`config.mk`:
```
export PLATFORM = sky130hd
export DESIGN_NAME = jailbreak_bridge_decoder
export DESIGN_NICKNAME = d
export VERILOG_FILES = /design/src/rtl/jailbreak_bridge_decoder.sv
export SDC_FILE = /design/constraint.sdc
export NUM_CORES = 1
export LEC_CHECK = 0
export ABC_AREA = 1
export CORE_MARGIN = 5
export CORE_UTILIZATION = 35
export CTS_CLUSTER_SIZE = 30
export DETAILED_ROUTE_END_ITERATION = 16
export PLACE_DENSITY_LB_ADDON = 0.15
export SYNTH_ARGS = -nofsm -noshare
export SYNTH_HDL_FRONTEND = slang
export SYNTH_SLANG_ARGS = --single-unit
```
`constraint.sdc`:
```
create_clock -name clk -period 2.82 [get_ports clk]
set_clock_uncertainty 0.05 [all_clocks]
set_input_delay 0.564 -clock clk [delete_from_list [all_inputs] [get_ports clk]]
set_output_delay 0.564 -clock clk [all_outputs]
set_load 0.05 [all_outputs]
```
`src/rtl/jailbreak_bridge_decoder.sv`:
```
// jailbreak_bridge_decoder
//
// Routes APF bridge accesses to one of NUM_TARGETS register blocks by the
// 3-bit region field addr[SEL_LSB+2:SEL_LSB], and sequences reads so that
// at most one is outstanding. Every accepted read returns a response: the
// target's data, UNMAPPED_RDATA for a region with no target, or
// TIMEOUT_RDATA when the target stays silent for TIMEOUT wait cycles.
//
// Ports:
//   clk, reset_n          bridge clock, asynchronous active-low reset
//   up_addr               upstream address (region field selects the target)
//   up_wr, up_wr_data     single-cycle write strobe and data
//   up_rd                 single-cycle read strobe
//   up_rd_data(_valid)    read data and its single-cycle response pulse
//   dn_addr, dn_wr_data   registered address / write data, shared by targets
//   dn_wr, dn_rd          one-hot registered write / read strobes
//   dn_rd_data(_valid)    per-target read data (32 bits each) and valid pulses
//   clr_status            clears both sticky flags (a same-cycle set wins)
//   timeout_sticky        a read was abandoned on timeout
//   overrun_sticky        a read arrived while another was outstanding

module jailbreak_bridge_decoder #(
  parameter int unsigned NUM_TARGETS    = 4,
  parameter int unsigned SEL_LSB        = 16,
  parameter int unsigned TIMEOUT        = 16,
  parameter logic [31:0] TIMEOUT_RDATA  = 32'hDEAD_BEEF,
  parameter logic [31:0] UNMAPPED_RDATA = 32'hFFFF_FFFF
) (
  input  logic                      clk,
  input  logic                      reset_n,
  input  logic [31:0]               up_addr,
  input  logic                      up_wr,
  input  logic [31:0]               up_wr_data,
  input  logic                      up_rd,
  output logic [31:0]               up_rd_data,
  output logic                      up_rd_data_valid,
  output logic [31:0]               dn_addr,
  output logic [31:0]               dn_wr_data,
  output logic [NUM_TARGETS-1:0]    dn_wr,
  output logic [NUM_TARGETS-1:0]    dn_rd,
  input  logic [NUM_TARGETS*32-1:0] dn_rd_data,
  input  logic [NUM_TARGETS-1:0]    dn_rd_data_valid,
  input  logic                      clr_status,
  output logic                      timeout_sticky,
  output logic                      overrun_sticky
);

  typedef enum logic [0:0] {StIdle, StWait} state_e;

  // Last wait_cnt value before the read is abandoned.
  localparam logic [7:0] TimeoutLast = 8'(TIMEOUT - 1);

  state_e                 state;
  logic [2:0]             rsel;
  logic [7:0]             wait_cnt;

  logic [2:0]             sel;
  logic                   mapped;
  logic [NUM_TARGETS-1:0] sel_onehot;
  logic [31:0]            rsp_data;
  logic                   rsp_valid;

  assign sel    = up_addr[SEL_LSB+2:SEL_LSB];
  assign mapped = (32'(sel) < NUM_TARGETS);

  // Region decode and response mux. sel_onehot is all-zero for an unmapped
  // region, so unmapped writes fall out with no strobe. Only the target that
  // owns the outstanding read (rsel) can complete it.
  always_comb begin
    sel_onehot = '0;
    rsp_data   = '0;
    rsp_valid  = 1'b0;
    for (int unsigned i = 0; i < NUM_TARGETS; i++) begin
      if (32'(sel) == i) begin
        sel_onehot[i] = 1'b1;
      end
      if (32'(rsel) == i) begin
        rsp_data  = dn_rd_data[32*i +: 32];
        rsp_valid = dn_rd_data_valid[i];
      end
    end
  end

  // Request stage, read FSM and sticky flags, all registered.
  always_ff @(posedge clk or negedge reset_n) begin
    if (!reset_n) begin
      state            <= StIdle;
      rsel             <= '0;
      wait_cnt         <= '0;
      dn_addr          <= '0;
      dn_wr_data       <= '0;
      dn_wr            <= '0;
      dn_rd            <= '0;
      up_rd_data       <= '0;
      up_rd_data_valid <= 1'b0;
      timeout_sticky   <= 1'b0;
      overrun_sticky   <= 1'b0;
    end else begin
      // Writes never stall: forwarded whatever the read FSM is doing.
      dn_addr          <= up_addr;
      dn_wr_data       <= up_wr_data;
      dn_wr            <= up_wr ? sel_onehot : '0;
      dn_rd            <= '0;
      up_rd_data_valid <= 1'b0;

      // Cleared first so that a set event later in this block wins.
      if (clr_status) begin
        timeout_sticky <= 1'b0;
        overrun_sticky <= 1'b0;
      end

      unique case (state)
        StIdle: begin
          if (up_rd) begin
            if (mapped) begin
              dn_rd    <= sel_onehot;
              rsel     <= sel;
              wait_cnt <= '0;
              state    <= StWait;
            end else begin
              up_rd_data       <= UNMAPPED_RDATA;
              up_rd_data_valid <= 1'b1;
            end
          end
        end

        StWait: begin
          // A second read while one is outstanding is dropped, not queued.
          if (up_rd) begin
            overrun_sticky <= 1'b1;
          end
          // A response on the timeout cycle takes priority over the timeout.
          if (rsp_valid) begin
            up_rd_data       <= rsp_data;
            up_rd_data_valid <= 1'b1;
            state            <= StIdle;
          end else if (wait_cnt == TimeoutLast) begin
            up_rd_data       <= TIMEOUT_RDATA;
            up_rd_data_valid <= 1'b1;
            timeout_sticky   <= 1'b1;
            state            <= StIdle;
          end else begin
            wait_cnt <= wait_cnt + 8'd1;
          end
        end

        default: state <= StIdle;
      endcase
    end
  end

endmodule

```
## After elaboration in Yosys (flattened, before gate mapping)

Index checks and enable logic that the tools add are counted.

| operators by class | value |
|---|---|
| reduce and logical (&&, ||, !) cells | 5 |
| multiplexer cells | 43 |
| $lt $le $gt $ge | 1 |
| add/sub/neg operators | 1 |
| bitwise operators | 1 |
| eq/ne operators | 13 |

Operators by type and width:

| kind | count |
|---|---|
| $mux 32 | 8 |
| $pmux 32 s2 | 1 |
| $mux 8 | 4 |
| $mux 1 | 23 |
| $mux 4 | 4 |
| $pmux 8 s2 | 1 |
| $eq 3x2->1 const B | 4 |
| $ne 2x2->1 const B | 5 |
| $add 8x1->8 const B | 1 |
| $eq 8x4->1 const B | 1 |
| $eq 3x1->1 const B | 2 |
| $logic_not 3->1 | 2 |
| $reduce_and 3->1 | 2 |
| $pmux 1 s2 | 2 |
| $reduce_and 4->1 | 1 |
| $lt 3x3->1 const B | 1 |
| $ne 3x1->1 const B | 1 |
| $not 1->1 | 1 |

| storage, ports and cells | value |
|---|---|
| register bits | 119 |
| output and inout bits | 107 |
| logic and storage cells | 75 |
| bits of input ports | 201 |

## Depth between registers and ports, before layout

| depth | value |
|---|---|
| depth after elaboration | 7 |
| depth in mapped cells | 11 |
| mapped depth without buffers | 10 |

## Worst setup path before layout

No wires, ideal clock.

| timing | value |
|---|---|
| path kind | reg-to-reg |
| start point | register wait_cnt[0] |
| end point | register up_rd_data[0] |
| clock period less this slack | 1627 ps |
| library setup time | 67 ps |
| required time | 2703 ps |
| slack | 1193 ps |
| data arrival time | 1510 ps |
| cell stages (with the launch flop) | 10 |
| buffers on the path | 1 |
| cells stage by stage | dfrtp_1 -> ha_1 -> nand2_1 -> inv_1 -> nand2_1 -> nor2_1 -> o21ai_2 -> clkbuf_1 -> nand3_1 -> nand2_1 |

| on the way | value |
|---|---|
| word-level cells in the longest chain between the ends | 3 |

RTL lines:

| element | RTL line | text |
|---|---|---|
| start, declared | 55 | `logic [7:0] wait_cnt;` |
| start signal, assigned | 143 | `wait_cnt <= wait_cnt + 8'd1;` |
| $eq 8x4->1 | 137 | `end else if (wait_cnt == TimeoutLast) begin` |
| $ne 3x1->1 (no source line) | n/a |  |
| $reduce_and 3->1 (no source line) | n/a |  |
| end signal, assigned | 134 | `up_rd_data <= rsp_data;` |
| end, declared | 35 | `output logic [31:0] up_rd_data,` |

Every way passes these cells.
A chain may end at the register's enable or synchronous reset.

## Worst setup path in the final report

| timing | value |
|---|---|
| start point | register rsel[0] |
| end point | register up_rd_data[19] |

| on the way | value |
|---|---|
| word-level cells in the longest chain between the ends | 7 |
| elaborated cells on any way between the ends | 16 |
| classes of those cells | eq/ne (4); mux (10); reduce/logical (2) |

RTL lines:

| element | RTL line | text |
|---|---|---|
| start, declared | 54 | `logic [2:0] rsel;` |
| start signal, assigned | 117 | `rsel <= sel;` |
| $logic_not 3->1 | 77 | `if (32'(rsel) == i) begin` |
| $mux 1 / $mux 32 (equally long branches) (4 in a row) | 77 |  |
| $ne 3x1->1 (no source line) / $mux 32 (equally long branches) | n/a |  |
| $reduce_and 3->1 (no source line) / $pmux 32 s2 (equally long branches) | n/a |  |

Several ways; a longest one is shown, not always the timed one.

==> flow_summary.yaml <==
worst_setup_path:
  reg2reg_depth: 7
  worstSetupPathType: "register to register"
  path_max_fanout: 32
  cp-startpoint: "rsel[0]"
  endpoint: "up_rd_data[19]"
  endpoint_kind: "register"
  timing.rr.end: "up_rd_data[19]"
  r2r_start: "rsel[0]"
  r2r_slack_ns: 0.37
  worstPathRequired_ns: 3.11
  cp-start-kind: "register"
  arrival_ns: 2.74
timing:
  tightest_slew_ns: 0.649
  setup_viol_count_final: 0
  rsz0062_at_grt: "false"
  period_share_pct: 86.9
  report.final.hold_viol_count: 0
  tns_ns: 0
  fmax_mhz: 408
  slew_headroom_pct: 56.8
  period_needed_ns: 2.45
  slew_viol_final: 0
floorplanning:
  die_w_um: 133
  die_y_um: 133
  die_area_um2: 17600
  pin_count: 308
  rows: 44
  start_util_pct: 36.0
  coreArea_um2: 14600
run:
  drv_cap: 0
power:
  vdd_drop_max_uv: 613
  total_leakage_power_nw: 4.15
  power_density_nw_per_um2: 972
  power_mw: 8.88
run_status:
  status: "finished, final reports clean"
placement:
  port_buffers: 307
  place_congestion: 0.782
  dp_hpwl_um: 15400
clock_tree:
  clock_sinks: 119
  post_cts_resized: 0
  cts_tree: "done"
  clock_path_buffers: 2
  post_cts_buffers: 0
  insertion_delay_ns: 0.41
  htreeDepth: 4
  clkSlewWorstSetupHoldPaths_ns: 0.06
  cts_root_buffer: "clkbuf_16"
  cts_hold_buf: 0
  cts_buffers: 17
global_route:
  grt_usage_pct: 22.9
  grt_start_max_net_pins: 120
  antenna_found_initial: 0
  overflow: 0
  grt_pass1_vias: 5657
  grt_pass1_wl_um: 31700
detailed_routing:
  vias: 5436
  dr.first_iter.drc_count: 311
  drc: 0
  first_pass_iters: 5
  drtAntennaViolNets: 0
  vias_per_cell: 4.85
  wl_per_cell_um: 18.0
  drt_wl_total_um: 20200
synth:
  ys_types: 29
  synth_area_leader_cell: "dfrtp_1"
  synthesis.instances: 621
  syn_avg_cell_area_um2: 8.49
  synth-seq-cells: 119
  yosys_warnings: 0
  yosys.area.top_type_share_pct: 56.5
  synthTopCellsByArea: "dfrtp_1 (57%), nand3_1 (15%), nand2_1 (11%), nor2_1 (5.0%), inv_1 (2.8%)"
  synth_area_um2: 5270
  syn_nets: 823
  yosysSeqAreaShare_pct: 56.5
layout:
  layout_common_cells: "clkdlybuf4s50_1 (306), nand2_1 (155), nand3_1 (154)"
  area_growth_pct: 73.4
  antenna_cells: 0
  final.fill_count: 1206
  layout_commonest_cell: "clkdlybuf4s50_1"
  drive_above_1_share_pct: 6.52
  nets: 1126
worst_hold_path:
  hold_class: "primary input to async pin"
-- critical path, cell delays in order, from the launching register on --
cell and delay [ns]:
dfrtp_1 0.53, nor2_4 0.48, nand3_2 0.27, nand4_4 0.18, nand2_4 0.12, nand2_2 0.49
nand2_1 0.14, nand2_1 0.09
-- cell usage after synthesis (all sizes together) --
cell	n
buf	18
clkbuf	17
dfrtp	119
ha	1
inv	41
nand2	158
nand3	158
nand4	10
nor2	72
nor3	4
nor3b	1
nor4	2
o211ai	6
o21ai	8
or2	2
xnor2	2
xor2	2
-- cells by family (layout without fill, tap and decap cells) --
kind of cell             Yosys count  in the layout  synth area share [%]
AND/OR/NAND/NOR                  407            407                  34.9
flip-flops                       119            119                  56.5
buffers and inverters             76            391                  5.98
AO/OA/AOI/OAI                     14             14                  1.69
XOR/XNOR                           4              4                 0.665
adder cells (fa/ha/maj)            1              1                 0.237
-- area by class of cell --
cell class              count  area (um2)  area share, %
well taps                 184         230           2.52
multi-input cells         426        1980           21.7
clock buffers              17         425           4.65
inverters                  41         154           1.68
repair buffers            319        3170           34.7
flip-flops and latches    119        2980           32.6
clock inverters            14         199           2.18
-- power breakdown --
group | total, mW | switching (mW) | internal, mW
registers | 2.27 | 0.222 | 2.05
clock network | 2.28 | 0.801 | 1.48
logic | 4.32 | 2.86 | 1.46
total | 8.88 | 3.89 | 4.99
-- registers in the layout, summed over array words and instances, names as in the netlist --
| name | cells |
|---|---|
| dn_addr | 32 |
| dn_wr_data | 32 |
| up_rd_data | 32 |
| wait_cnt | 8 |
| dn_rd | 4 |
| dn_wr | 4 |
| rsel | 3 |
| overrun_sticky | 1 |
| state | 1 |
| timeout_sticky | 1 |
| up_rd_data_valid | 1 |
-- metal layers --
metal,GRT usage [%],wire (um)
met1,26.6,7920
met2,39.2,10300
met3,7.82,1420
met4,8.55,491
met5,0,0
-- worst min path at each step --
stage,start,depth (start not counted),slack (ns),to
2_1_floorplan,reset_n,0,0.22,dn_addr[0]
3_3_place_gp,overrun_sticky,2,0.43,overrun_sticky
3_5_place_dp,overrun_sticky,2,0.43,overrun_sticky
4_1_cts,reset_n,2,0.22,up_rd_data[28]
5_1_grt,reset_n,2,0.25,up_rd_data[2]
6_report,reset_n,2,0.18,up_rd_data[28]
-- per-stage QoR --
stage	hold WS, ns	worst slack, ns	cell area, um2	instances	util (%)
2_1_floorplan	0.218	1.19	5270	621	-
3_3_place_gp	0.427	0.372	8510	1089	58.1
3_5_place_dp	0.429	0.227	8510	1089	58.1
4_1_cts	0.217	0.367	9140	1120	62.4
5_1_grt	0.253	0.103	9140	1120	62.4
6_report	0.185	0.369	9140	1120	62.4
(Power assumes the default switching activity.)
